$ cat config.mk
export PLATFORM = sky130hd
export DESIGN_NAME = instruction_decode_queue
export DESIGN_NICKNAME = d
export VERILOG_FILES = /design/src/rtl/instruction_decode_queue.sv
export SDC_FILE = /design/constraint.sdc
export NUM_CORES = 1
export LEC_CHECK = 0
export CORE_UTILIZATION = 30
export CTS_CLUSTER_SIZE = 14
export DETAILED_ROUTE_END_ITERATION = 16
export GPL_TIMING_DRIVEN = 0
export MAX_ROUTING_LAYER = met4
export SLEW_MARGIN = 15
export SYNTH_ARGS = -nofsm -noshare
export SYNTH_HDL_FRONTEND = slang
export SYNTH_SLANG_ARGS = --single-unit
export TNS_END_PERCENT = 10
$ cat constraint.sdc
create_clock -name clk -period 9.4 [get_ports clk]
set_clock_uncertainty 0.15 [all_clocks]
set_input_delay 0.94 -clock clk [delete_from_list [all_inputs] [get_ports clk]]
set_output_delay 0.94 -clock clk [all_outputs]
set_load 0.01 [all_outputs]
$ cat src/rtl/instruction_decode_queue.sv
// Instruction queue with head decoder and registered output stage.
// Includes flush and a one-bubble load-use interlock with a saturating bubble counter.
module instruction_decode_queue #(
   parameter int FIFO_DEPTH   = 4,
   parameter int CNT_W        = 16,
   parameter bit HAZARD_CHECK = 1'b1
) (
   input  logic             clk,
   input  logic             reset,
   input  logic             flush,
   input  logic             in_valid,
   output logic             in_ready,
   input  logic [0:31]      instruction,
   output logic             out_valid,
   input  logic             out_ready,
   output logic [0:4]       rA_address,
   output logic [0:4]       rB_address,
   output logic [0:4]       rD_address,
   output logic [0:5]       alu_operation,
   output logic [0:15]      immediate_address,
   output logic [0:2]       ppp,
   output logic [0:1]       ww,
   output logic             alu,
   output logic             sfu,
   output logic             ld,
   output logic             sd,
   output logic             bez,
   output logic             bnez,
   output logic             nop,
   output logic [0:CNT_W-1] hazard_count
);

   localparam int PTR_W = $clog2(FIFO_DEPTH);
   localparam logic [PTR_W:0] FULL_CNT = (PTR_W+1)'(FIFO_DEPTH);

   localparam logic [0:5] OP_ALU  = 6'b101010;
   localparam logic [0:5] OP_LD   = 6'b100000;
   localparam logic [0:5] OP_SD   = 6'b100001;
   localparam logic [0:5] OP_BEZ  = 6'b100010;
   localparam logic [0:5] OP_BNEZ = 6'b100011;

   typedef struct packed {
      logic [0:4]  ra;
      logic [0:4]  rb;
      logic [0:4]  rd;
      logic [0:5]  aluop;
      logic [0:15] imm;
      logic [0:2]  ppp;
      logic [0:1]  ww;
      logic        alu;
      logic        sfu;
      logic        ld;
      logic        sd;
      logic        bez;
      logic        bnez;
      logic        nop;
   } dec_t;

   logic [0:31]        r_mem [FIFO_DEPTH];
   logic [PTR_W-1:0]   r_wr_ptr;
   logic [PTR_W-1:0]   r_rd_ptr;
   logic [PTR_W:0]     r_count;
   dec_t               r_dec;
   logic               r_out_valid;
   logic [0:CNT_W-1]   r_hazard_count;

   logic [0:31]        w_head;
   logic [0:5]         w_funct;
   dec_t               w_dec;
   logic               w_not_empty;
   logic               w_src_hit;
   logic               w_hazard;
   logic               w_push;
   logic               w_pop;
   logic               w_bubble;

   assign w_head  = r_mem[r_rd_ptr];
   assign w_funct = w_head[26:31];

   always_comb begin
      w_dec = '0;
      case (w_head[0:5])
         OP_ALU: begin
            w_dec.rd    = w_head[6:10];
            w_dec.ra    = w_head[11:15];
            w_dec.ppp   = w_head[21:23];
            w_dec.ww    = w_head[24:25];
            w_dec.aluop = w_funct;
            // Single-source and special-function ops carry no rB operand.
            if (!(w_funct == 6'b000100 || w_funct == 6'b000101 ||
                  w_funct == 6'b001101 || w_funct[1]))
               w_dec.rb = w_head[16:20];
            if (w_funct[1]) w_dec.sfu = 1'b1;
            else            w_dec.alu = 1'b1;
         end
         OP_LD, OP_SD, OP_BEZ, OP_BNEZ: begin
            w_dec.rd   = w_head[6:10];
            w_dec.imm  = w_head[16:31];
            w_dec.ld   = (w_head[0:5] == OP_LD);
            w_dec.sd   = (w_head[0:5] == OP_SD);
            w_dec.bez  = (w_head[0:5] == OP_BEZ);
            w_dec.bnez = (w_head[0:5] == OP_BNEZ);
         end
         default: w_dec.nop = 1'b1;
      endcase
   end

   assign w_not_empty = (r_count != '0);
   assign in_ready    = (r_count < FULL_CNT);

   // rd=0 on the held load never matches, so a decoded rb of 0 cannot alias.
   assign w_src_hit = r_out_valid && r_dec.ld && (r_dec.rd != 5'd0) &&
                      (((w_dec.alu || w_dec.sfu) &&
                        (w_dec.ra == r_dec.rd || w_dec.rb == r_dec.rd)) ||
                       ((w_dec.sd || w_dec.bez || w_dec.bnez) && w_dec.rd == r_dec.rd));

   assign w_hazard = HAZARD_CHECK && w_not_empty && w_src_hit;
   assign w_push   = in_valid && in_ready && !flush;
   assign w_pop    = w_not_empty && (!r_out_valid || out_ready) && !w_hazard && !flush;
   assign w_bubble = w_hazard && out_ready && !flush;

   always_ff @(posedge clk) begin
      if (w_push) r_mem[r_wr_ptr] <= instruction;
   end

   always_ff @(posedge clk or posedge reset) begin
      if (reset) begin
         r_wr_ptr       <= '0;
         r_rd_ptr       <= '0;
         r_count        <= '0;
         r_dec          <= '0;
         r_out_valid    <= 1'b0;
         r_hazard_count <= '0;
      end else begin
         if (flush) begin
            r_wr_ptr    <= '0;
            r_rd_ptr    <= '0;
            r_count     <= '0;
            r_dec       <= '0;
            r_out_valid <= 1'b0;
         end else begin
            if (w_push) r_wr_ptr <= r_wr_ptr + 1'b1;
            if (w_pop)  r_rd_ptr <= r_rd_ptr + 1'b1;
            r_count <= r_count + {{PTR_W{1'b0}}, w_push} - {{PTR_W{1'b0}}, w_pop};
            if (w_pop) begin
               r_dec       <= w_dec;
               r_out_valid <= 1'b1;
            end else if (out_ready) begin
               r_dec       <= '0;
               r_out_valid <= 1'b0;
            end
         end
         if (w_bubble && (r_hazard_count != '1))
            r_hazard_count <= r_hazard_count + 1'b1;
      end
   end

   assign out_valid         = r_out_valid;
   assign rA_address        = r_dec.ra;
   assign rB_address        = r_dec.rb;
   assign rD_address        = r_dec.rd;
   assign alu_operation     = r_dec.aluop;
   assign immediate_address = r_dec.imm;
   assign ppp               = r_dec.ppp;
   assign ww                = r_dec.ww;
   assign alu               = r_dec.alu;
   assign sfu               = r_dec.sfu;
   assign ld                = r_dec.ld;
   assign sd                = r_dec.sd;
   assign bez               = r_dec.bez;
   assign bnez              = r_dec.bnez;
   assign nop               = r_dec.nop;
   assign hazard_count      = r_hazard_count;

endmodule

# Yosys cells after proc, flatten, opt, wreduce, memory -nomap -nowiden

Memories as Yosys holds them, arrays and structs flattened.
Index checks and enable logic that the tools add are counted.

RAM bits: 128
Output and inout bits: 67
Memories kept: 1
Register bits after elaboration: 73

Mux-type cells: 23
Equal/unequal tests: 12
Reductions and logical operators: 33
Order comparisons: 1
Add/sub/neg operators: 5

Memories:

| name  | depth | bits a word | read ports | clocked after Yosys merged registers in | wr ports | RTL line | text |
|---|---|---|---|---|---|---|---|
| r_mem | 4     | 32          | 1          | 0                                       | 1        | 59       | `logic [0:31] r_mem [FIFO_DEPTH];` |

Operators with widths:

| kind                                                                   | number |
|---|---|
| 49-bit two-way mux                                                     | 3 |
| 6-bit equality test (second input constant)                            | 5 |
| 16-bit by 1-bit adder with 16-bit output (second input constant)       | 1 |
| 16-bit two-way mux                                                     | 1 |
| 16-bit != test (second input constant)                                 | 1 |
| 5-bit equality test                                                    | 3 |
| 1-bit logical AND                                                      | 14 |
| 6-bit by 3-bit equality test with 1-bit output (second input constant) | 2 |
| 10-bit two-way mux                                                     | 1 |
| 5-bit two-way mux                                                      | 2 |
| 1-bit logical OR                                                       | 9 |
| 1-bit two-way mux                                                      | 8 |
| 2-bit two-way mux                                                      | 4 |
| 7-bit two-way mux                                                      | 1 |
| 6-bit by 4-bit equality test with 1-bit output (second input constant) | 1 |
| 6-bit two-way mux                                                      | 1 |
| 3-bit nonzero test                                                     | 2 |
| 5-bit nonzero test                                                     | 1 |
| 5-bit OR reduction                                                     | 1 |
| 2-bit by 1-bit adder with 2-bit output (second input constant)         | 2 |
| 4-bit two-way mux                                                      | 1 |
| 2-bit nonzero test                                                     | 2 |
| 4-bit OR reduction                                                     | 1 |
| 3-bit by 1-bit adder with 3-bit output                                 | 1 |
| 4 further kinds                                                        | 6 |

# Longest topological paths before layout

Gate-level depths: netlist of run 1.
An unclocked memory read counts as a cell.

Depth after elaboration: 18
Gate-level depth with buffers: 22
Depth with buffers taken out: 16

# Least setup slack after synthesis of run 1

Ideal clock, no wire load.

Path type: flip-flop to flip-flop
From: register r_rd_ptr[1]
To: register r_count[2]
Clock period less this slack: 4.326 ns
Cell stages (with the launch flop): 20
Library setup time: 0.131 ns
Data arrival time: 4.045 ns
Setup slack: 5.074 ns
Data required time: 9.119 ns
Cells stage by stage: dfrtp_1 -> buf_6 -> or4b_4 -> a211oi_2 -> o21ai_2 -> nor4bb_1 -> xor2_1 -> o41ai_4 -> nand3b_1 -> buf_6 -> buf_8 -> nor2_1 -> ha_1 -> inv_1 -> ha_1 -> inv_1 -> fa_1 -> xnor2_1 -> xnor2_1 -> nor2_1

Cells in the longest elaborated chain, start to end: 18

Ends and longest elaborated chain:

| what                                            | RTL line | text |
|---|---|---|
| start, declared                                 | 61       | `logic [PTR_W-1:0] r_rd_ptr;` |
| start signal, assigned                          | 143      | `if (w_pop) r_rd_ptr <= r_rd_ptr + 1'b1;` |
| memory 4 x 32 bit (*)                           | --       |  |
| 6-bit by 3-bit equality test with 1-bit output  | 90       | `if (!(w_funct == 6'b000100 \|\| w_funct == 6'b000101 \|\|` |
| 1-bit logical OR (2 in series)                  | 90       |  |
| 1-bit logical OR                                | 91       | `w_funct == 6'b001101 \|\| w_funct[1]))` |
| 5-bit two-way mux                               | 90       |  |
| 10-bit two-way mux                              | 82       | `case (w_head[0:5])` |
| 5-bit equality test                             | 114      | `(w_dec.ra == r_dec.rd \|\| w_dec.rb == r_dec.rd)) \|\|` |
| 1-bit logical OR                                | 114      |  |
| 1-bit logical AND                               | 113      | `(((w_dec.alu \|\| w_dec.sfu) &&` |
| 1-bit logical OR (*)                            | 114      |  |
| 1-bit logical AND (*)                           | 112      | `assign w_src_hit = r_out_valid && r_dec.ld && (r_dec.rd != 5'd0) &&` |
| 1-bit logical AND (*)                           | 117      | `assign w_hazard = HAZARD_CHECK && w_not_empty && w_src_hit;` |
| 1-bit logical NOT (*)                           | 119      | `assign w_pop = w_not_empty && (!r_out_valid \|\| out_ready) && !w_hazard && !flush;` |
| 1-bit logical AND (*) (2 in series)             | 119      |  |
| 3-bit by 1-bit subtractor with 3-bit output (*) | 144      | `r_count <= r_count + {{PTR_W{1'b0}}, w_push} - {{PTR_W{1'b0}}, w_pop};` |
| 3-bit two-way mux (*)                           | 135      | `if (flush) begin` |
| end signal, assigned                            | 144      |  |
| end, declared                                   | 62       | `logic [PTR_W:0] r_count;` |

Every way passes the cells marked *; elsewhere a longest branch is shown, timed or not.
A chain may end at the register's enable or synchronous reset.

# Worst setup path after layout of run 1

From: register r_rd_ptr[0]
To: register r_count[2]

The elaborated chain is that of the path after synthesis.

==> flow_summary.ini, run 1 <==
[clock_network]
cts.htree.levels = 4
cts_resized = 0
cts_buffer_depth = 2
cts_num_sinks = 200
post-cts-setup-buffers = 0
numCtsBuffers = 17
clk_pin_slew_worst_paths_ns = 0.08
cts_tree = yes
postCtsHoldBufs = 0
clk_latency_ns = 0.44
cts_root_buf = clkbuf_16

[synthesis]
synth_top_area_frac = 0.449
synthTopCellsByArea = edfxtp_1 (45%), dfrtp_1 (21%), mux4_2 (7.4%)
synth_common_cells = edfxtp_1 (128), nand2_1 (103), dfrtp_1 (72), mux2i_1 (50), mux4_2 (28)
synth_edf_count = 128
synth.cell_area_um2 = 8560
syn_nets = 610
ys_ff_latch = 200
synth-warning-count = 0
synth.largest_area_cell = edfxtp_1
synthXorXnorAreaFrac = 0.0317
ys_seq_area_frac = 0.659
synthCells = 565
synth_top_family_by_area = multiplexers
muxShareOfSynthArea = 0.136
yosys.area_share.simple = 0.108
synth_compound_area_frac = 0.0180
synthFlopType = edfxtp_1
synthAdderAreaFrac = 0.0126
synth.most_common_cell = edfxtp_1
synth_cell_types = 54
syn_avg_cell_area_um2 = 15.2
async_flop_share = 0.360

[global_routing]
grt-ovfl-total = 0
grt_use_met2 = 0.243
top_usage_layer = met2
grt_start_max_net_pins = 46
antenna_found_initial = 0
global_route.usage.met1 = 0.192
grt_pass1_wl_um = 30700
grt_pass1_vias = 5212
gr-usage-met3 = 0.0278
grt_util_all_layers = 0.149

[routing]
via_count = 4973
drt_first_pass_iters = 5
wl_per_cell_um = 18.6
viasPerCell = 4.60
drt_iter0_markers = 273
detail_route.drc_violations = 0
routed_wirelength_um = 20100
ant_nets = 0

[critical_path]
worstPathRequired_ns = 9.56
reg2reg_slack_ns = 4.24
start_kind = flip-flop
critPathMaxFanout = 10
r2r_end = r_count[2]
critical_path.startpoint = r_rd_ptr[0]
crit_type = reg2reg
rr_startpoint = r_rd_ptr[0]
worstRegToRegCells = 19
arrival_ns = 5.32
cp-end-kind = flip-flop

[timing]
clock.fmax_mhz = 194
worstMarginPinSlew_ns = 0.777
slew_headroom = 0.479
fin_ws_ns = 4.24
fin_crit_ns = 5.16
fin_crit_sh = 0.548
hold_viol = 0
setup_violations = 0
rsz0062_at_grt = no
slew_viol_final = 0
final.setup.tns_ns = 0

[status]
status = finished clean

[cells_and_area]
final_util = 0.386
drive_gt1_frac = 0.139
num_antenna_cells = 0
area_delta_synth_final_pct = 26.0
nNetsFinal = 736

[worst_hold_path]
hp-class = reg2reg
hold_start = hazard_count[8]
min_path_cells = 1
whs_endpoint = hazard_count[8]

[floorplanning]
die_area_um2 = 29200
die_h_um = 171
io_pins = 104
start_util = 0.307
core_area_um2 = 27900
die_w_um = 171
rows = 61

[power]
power.total_mw = 2.50
ir_drop_uv = 124
p_per_area_nw_per_um2 = 231
power.leakage_nw = 3.93

[place]
gp_congestion = 0.775
portBuffers = 102
dp_hpwl_um = 14500
post-place-ws_ns = 4.27

[job]
maxCapViolations = 0
==> flip-flops by register name (all words and copies together) (netlist names), 2 cells and up <==
register and cells:
r_mem 128, hazard_count 16, immediate_address 16, alu_operation 6, rA_address 5, rB_address 5
rD_address 5, ppp 3, r_count 3, r_rd_ptr 2, r_wr_ptr 2, ww 2
==> logic make-up after synthesis <==
| kind of cell | after synthesis |
|---|---|
| AO/OA/AOI/OAI | 16 |
| XOR/XNOR | 31 |
| adder cells (fa/ha/maj) | 8 |
| buffers and inverters | 44 |
| flip-flops | 200 |
| multiplexers | 81 |
| AND/OR/NAND/NOR | 185 |
==> final cells by class <==
type | count | area, µm²
Clock buffer | 18 | 429
Inverter | 10 | 40.0
Fill cell | 2687 | 17100
Timing Repair Buffer | 107 | 1160
Multi-Input combinational cell | 321 | 2630
Sequential cell | 200 | 5650
Clock inverter | 14 | 158
Tap cell | 378 | 473
Buffer | 34 | 258
==> placed cells by master (no fill, tap or decap), drive strengths merged, types with 4 or more instances in the layout <==
cell,netlist,layout
xor2,4,4
dfrtp,72,72
inv,10,17
a21oi,5,5
clkdlybuf4s50,0,102
ha,7,7
or4b,4,4
edfxtp,128,128
nand4,7,7
and3,7,7
nor2,16,16
nand2,103,103
buf,19,24
nand4b,4,4
and2,6,6
or3,4,4
nor2b,5,5
mux2i,50,50
nand3,8,8
clkbuf,15,33
xnor2,27,27
mux4,28,28
==> stage by stage <==
stage	area (µm²)	std cells	hold WS (ns)
5_1_grt	10800	1082	0.361
6_report	10800	1082	0.343
3_5_place_dp	10200	1050	0.336
2_1_floorplan	8560	565	0.369
3_3_place_gp	10100	1045	0.328
4_1_cts	10800	1082	0.347
==> worst max-delay path, stage by stage, from the launching register on <==
cell and delay (ns):
dfrtp_1 0.35, buf_6 0.18, mux4_2 0.57, nor2b_1 0.34, o21ai_2 0.20, nor4bb_1 0.42, xor2_1 0.17, o41ai_4 0.75
nand3b_1 0.21, buf_6 0.18, buf_8 0.18, nor2_1 0.06, ha_1 0.30, inv_1 0.05, ha_1 0.13, inv_1 0.05
fa_1 0.37, xnor2_1 0.17, xnor2_1 0.14, nor2_1 0.06
==> layer usage <==
metal	vias up	wire, µm
met5	-	0
met4	0	153
met3	13	810
met2	114	10000
met1	2531	9140
li1	2315	-
==> worst max-delay path by stage <==
stage | end | slack, ns | cells past startpoint
floorplan | r_count[2] | 5.07 | 19
global route | r_count[2] | 4.01 | 19
finish | r_count[2] | 4.24 | 19
CTS | r_count[2] | 4.25 | 19
detailed placement | r_count[2] | 4.27 | 19
global placement | r_count[2] | 4.24 | 19
==> power by group <==
group / leakage (nW) / switching, mW / internal (mW)
logic: 1.50 / 0.387 / 0.359
clock network: 0.278 / 0.356 / 0.378
registers: 2.16 / 0.0251 / 0.991
(Power assumes the default switching activity.)
==> run 2: changes to the inputs <==
==> constraint.sdc (replaced) <==
create_clock -name clk -period 4.69 [get_ports clk]
set_clock_uncertainty 0.15 [all_clocks]
set_input_delay 0.469 -clock clk [delete_from_list [all_inputs] [get_ports clk]]
set_output_delay 0.469 -clock clk [all_outputs]
set_load 0.01 [all_outputs]
==> flow_summary.ini, run 2 (synthesis gave the netlist of run 1 again) <==
[power]
p_int_mw = 3.51
power.leakage_nw = 3.98
switchingPower_mw = 1.57
pwr-share-comb = 0.310
p_seq_frac = 0.401
p_clk_frac = 0.289
ir_drop_uv = 239
switching_share = 0.309
power.total_mw = 5.07
p_per_area_nw_per_um2 = 465

[global_routing]
grt_pass1_wl_um = 30700
grt_pass1_vias = 5222
antenna_found_initial = 0
grt_util_all_layers = 0.149
grt-ovfl-total = 0
grt_start_max_net_pins = 46

[routing]
via_count = 4970
wl_per_cell_um = 18.6
viasPerCell = 4.58
detail_route.drc_violations = 0
drt_iter0_markers = 298
routed_wirelength_um = 20200
drt_first_pass_iters = 4
ant_nets = 0

[floorplanning]
die_area_um2 = 29200
die_w_um = 171
io_pins = 104
rows = 61
die_h_um = 171
start_util = 0.307
core_area_um2 = 27900

[clock_network]
cts_root_buf = clkbuf_16
numCtsBuffers = 17
clk_latency_ns = 0.44
cts_tree = yes
cts_buffer_depth = 2
cts_num_sinks = 200
postCtsHoldBufs = 0
cts.htree.levels = 4
clk_pin_slew_worst_paths_ns = 0.08

[timing]
holdWs_ns = 0.217
rsz0062_at_grt = no
fin_crit_sh = 0.952
worstMarginPinSlew_ns = 0.782
fin_crit_ns = 4.47
hold_viol = 0
setup_violations = 0
slew_headroom = 0.475
slew_viol_final = 0
final.setup.tns_ns = 0
clock.fmax_mhz = 224

[cells_and_area]
stdcell_count = 1085
final_common_cell = edfxtp_1
nNetsFinal = 739
area_delta_synth_final_pct = 27.5
final_cell_mix = edfxtp_1 (128), nand2_1 (103), clkdlybuf4s50_1 (102)
largest_reg_flops = 128
drive_gt1_frac = 0.160
top_register = r_mem
final_util = 0.391
num_antenna_cells = 0

[job]
maxCapViolations = 0

[place]
dp_hpwl_um = 14500
place_inst = 1050
portBuffers = 102
gp_congestion = 0.775

[critical_path]
critPathMaxFanout = 10
start_kind = flip-flop
crit_chain = buf_6 > or4b_4 > a211oi_2 > o21ai_4 > or4b_1 > a21oi_2 > o41ai_4 > nand3b_1 > buf_6 > buf_8 > nor2_1 > ha_1 > inv_1 > ha_1 > inv_1 > fa_1 > xnor2_1 > xnor2_1 > nor2_1
max_stage_delay_ns = 0.56
slowest_stage = or4b_1
cp-end-kind = flip-flop
arrival_ns = 4.62
crit_type = reg2reg
worstPathRequired_ns = 4.85

[status]
status = finished clean

[worst_hold_path]
hp-class = in2async
-- run 2: cell types whose count changed in the layout (fill, tap and decap cells not counted), sizes merged --
cell  change
buf       +3
-- run 2: final timing paths --
check                           slack, ns             from  cells past startpoint         endpoint
worst max register to register       0.22      r_rd_ptr[1]                     19       r_count[2]
max in group asynchronous            3.59            reset                      3    rA_address[4]
worst min-delay path                 0.22            reset                      2  hazard_count[8]
min in group clk                     0.34  hazard_count[8]                      1  hazard_count[8]
worst min register to register       0.34  hazard_count[8]                      1  hazard_count[8]
worst max-delay path                 0.22      r_rd_ptr[1]                     19       r_count[2]
-- run 2: worst max-delay path: cells and delay by family, from the launching register on --
kind | cells | cell delay, ns
AOI/OAI and AO/OA | 4 | 0.78
buffers and inverters | 5 | 0.53
xor gates and xnor gates | 2 | 0.32
and+or+nand+nor | 5 | 1.44
DFF | 1 | 0.38
adders and majority gates | 3 | 0.74
-- run 2: metrics by stage --
stage | area (µm²) | setup slack [ns]
finish | 10900 | 0.224
global route | 10900 | 0.0138
CTS | 10800 | 0.0702
detailed placement | 10200 | -0.442
global placement | 10100 | -0.470
floorplan | 8560 | 0.364
-- run 2: layout make-up --
type                            instances  area (µm²)
Sequential cell                       200        5650
Inverter                               10        40.0
Multi-Input combinational cell        321        2720
Buffer                                 34         273
Clock buffer                           18         429
Timing Repair Buffer                  110        1180
Clock inverter                         14         158
Fill cell                            2676       17000
Tap cell                              378         473
-- run 2: timing repair --
action                                 4_1_cts  5_1_grt
cloned                                       0        0
setup buffers                                1        2
endpoints found under the hold margin        0        0
pin swaps                                    1        5
gates resized for setup                      6       14
setup endpoints to repair                    2        1
-- run 2: layer usage --
layer,vias to the layer above,GRT usage,share of wire
li1,2320,-,-
met1,2534,0.191,0.46
met2,104,0.243,0.50
met3,12,0.0278,0.036
met4,0,0.0380,0.0090
met5,-,-,0
-- run 2: power by group through the flow --
stage,Combinational (mW),Sequential (mW),Clock [mW]
floorplan,1.08,2.07,0
global placement,1.49,2.08,0
detailed placement,1.51,2.08,0
CTS,1.53,2.04,1.50
global route,1.68,2.05,1.55
finish,1.57,2.04,1.47
==> run 3: changes to the inputs <==
--- a/config.mk
+++ b/config.mk
@@ -5,11 +5,14 @@
 export SDC_FILE = /design/constraint.sdc
 export NUM_CORES = 1
 export LEC_CHECK = 0
-export CORE_UTILIZATION = 30
+export CORE_UTILIZATION = 50
 export CTS_CLUSTER_SIZE = 14
 export DETAILED_ROUTE_END_ITERATION = 16
 export GPL_TIMING_DRIVEN = 0
+export HOLD_SLACK_MARGIN = 0.05
 export MAX_ROUTING_LAYER = met4
+export PLACE_DENSITY = 0.76
+export REMOVE_ABC_BUFFERS = 1
 export SLEW_MARGIN = 15
 export SYNTH_ARGS = -nofsm -noshare
 export SYNTH_HDL_FRONTEND = slang
==> flow_summary.ini, run 3 (synthesis gave the netlist of run 1 again) <==
[worst_hold_path]
hp-class = in2async

[routing]
via_count = 5057
wl_per_cell_um = 19.9
drt_iter0_markers = 298
ant_nets = 0
viasPerCell = 5.55
detail_route.drc_violations = 0
routed_wirelength_um = 18100
drt_first_pass_iters = 5

[global_routing]
grt_pass1_wl_um = 28700
grt_util_all_layers = 0.225
grt_start_max_net_pins = 52
grt_pass1_vias = 5227
antenna_found_initial = 0
grt-ovfl-total = 0

[floorplanning]
die_w_um = 133
core_area_um2 = 16600
die_area_um2 = 17700
die_h_um = 133
io_pins = 104
rows = 47
start_util = 0.515

[timing]
slew_headroom = 0.397
worstMarginPinSlew_ns = 0.902
holdWs_ns = 0.197
fin_crit_ns = 4.53
final.setup.tns_ns = 0
fin_crit_sh = 0.965
clock.fmax_mhz = 221
hold_viol = 0
setup_violations = 0
slew_viol_final = 0

[cells_and_area]
num_antenna_cells = 0
final_util = 0.643
largest_reg_flops = 128
final_cell_mix = edfxtp_1 (128), nand2_1 (103), clkdlybuf4s50_1 (103)
area_delta_synth_final_pct = 24.9
nNetsFinal = 723
top_register = r_mem
stdcell_count = 911
final_common_cell = edfxtp_1
drive_gt1_frac = 0.165

[critical_path]
worstPathRequired_ns = 4.82
rr_startpoint = r_rd_ptr[1]
max_stage_delay_ns = 0.57
worstRegToRegCells = 17
start_kind = flip-flop
slowest_stage = or4b_4
arrival_ns = 4.65
crit_type = reg2reg
cp_num_buf_inv = 3
crit_chain = buf_16 > or4b_4 > a211oi_4 > o21ai_4 > or4b_1 > a21oi_2 > o41ai_4 > nand3b_1 > nor2_1 > ha_1 > inv_1 > ha_1 > inv_1 > fa_2 > xnor2_2 > xnor2_1 > nor2_1
r2r_end = r_count[2]
crit_family = simple AND/OR/NAND/NOR gates
critPathMaxFanout = 23
cp-end-kind = flip-flop
reg2reg_slack_ns = 0.16

[job]
maxCapViolations = 0

[clock_network]
cts_buffer_depth = 2
cts_tree = yes
clk_latency_ns = 0.44
cts_num_sinks = 200
numCtsBuffers = 17
postCtsHoldBufs = 0
cts.htree.levels = 4
cts_root_buf = clkbuf_16
clk_pin_slew_worst_paths_ns = 0.07

[power]
p_per_area_nw_per_um2 = 472
p_clk_frac = 0.306
switching_share = 0.286
ir_drop_uv = 314
switchingPower_mw = 1.44
p_int_mw = 3.61
pwr-share-comb = 0.285
p_seq_frac = 0.409
power.leakage_nw = 3.96

[place]
gp_congestion = 0.786
dp_hpwl_um = 12000
portBuffers = 103
place_inst = 868

[status]
status = finished clean
[run 3: cell count changes in the layout (fill, tap and decap cells not counted), moves of 3 or more]
cell,change
buf_12,-4
buf_2,-3
buf_4,+5
bufinv_16,+3
clkbuf_1,-15
clkinv_4,+3
inv_8,-4
nor2_1,-3
[run 3: metrics by stage]
stage	power (mW)	setup slack (ns)	cell area (µm²)
2_1_floorplan	3.03	-2.33	8310
3_3_place_gp	3.37	-3.88	9610
3_5_place_dp	3.43	-0.861	9930
4_1_cts	5.02	0.0747	10600
5_1_grt	5.24	-0.00490	10700
6_report	5.05	0.164	10700
[run 3: layout make-up]
cell class | count | area [µm²]
well taps | 220 | 275
clock buffers | 18 | 429
multi-input cells | 321 | 2700
fillers | 1185 | 5940
clock inverters | 14 | 200
repair buffers | 128 | 1410
inverters | 10 | 40.0
flip-flops and latches | 200 | 5650
[run 3: layer usage]
metal	vias to the layer above	global-route usage	part of all wire
met2	159	0.369	0.51
met5	-	-	0
met3	32	0.0441	0.046
li1	2286	-	-
met1	2580	0.271	0.41
met4	0	0.0971	0.024
[run 3: repair_timing]
item,CTS,global route
endpoints found under the setup margin,25,1
hold endpoints to repair,0,0
resized for setup,3,8
pin swaps,1,5
setup buffers,7,4
[run 3: how the worst max path moves through the flow]
stage                     start    endpoint  slack, ns  cells after the start
floorplan           r_rd_ptr[0]  r_count[2]      -2.33                     16
global placement    r_rd_ptr[0]  r_count[2]      -3.88                     16
detailed placement  r_rd_ptr[1]  r_count[2]      -0.86                     17
CTS                 r_rd_ptr[1]  r_count[2]       0.07                     17
global route        r_rd_ptr[1]  r_count[2]     -0.005                     17
finish              r_rd_ptr[1]  r_count[2]       0.16                     17
[run 3: power groups by stage]
stage	Combinational, mW	Clock, mW	Sequential, mW
after floorplan	0.877	0	2.15
after global placement	1.17	0	2.19
after detailed placement	1.29	0	2.13
after CTS	1.39	1.56	2.06
after global routing	1.53	1.63	2.08
final	1.44	1.55	2.07
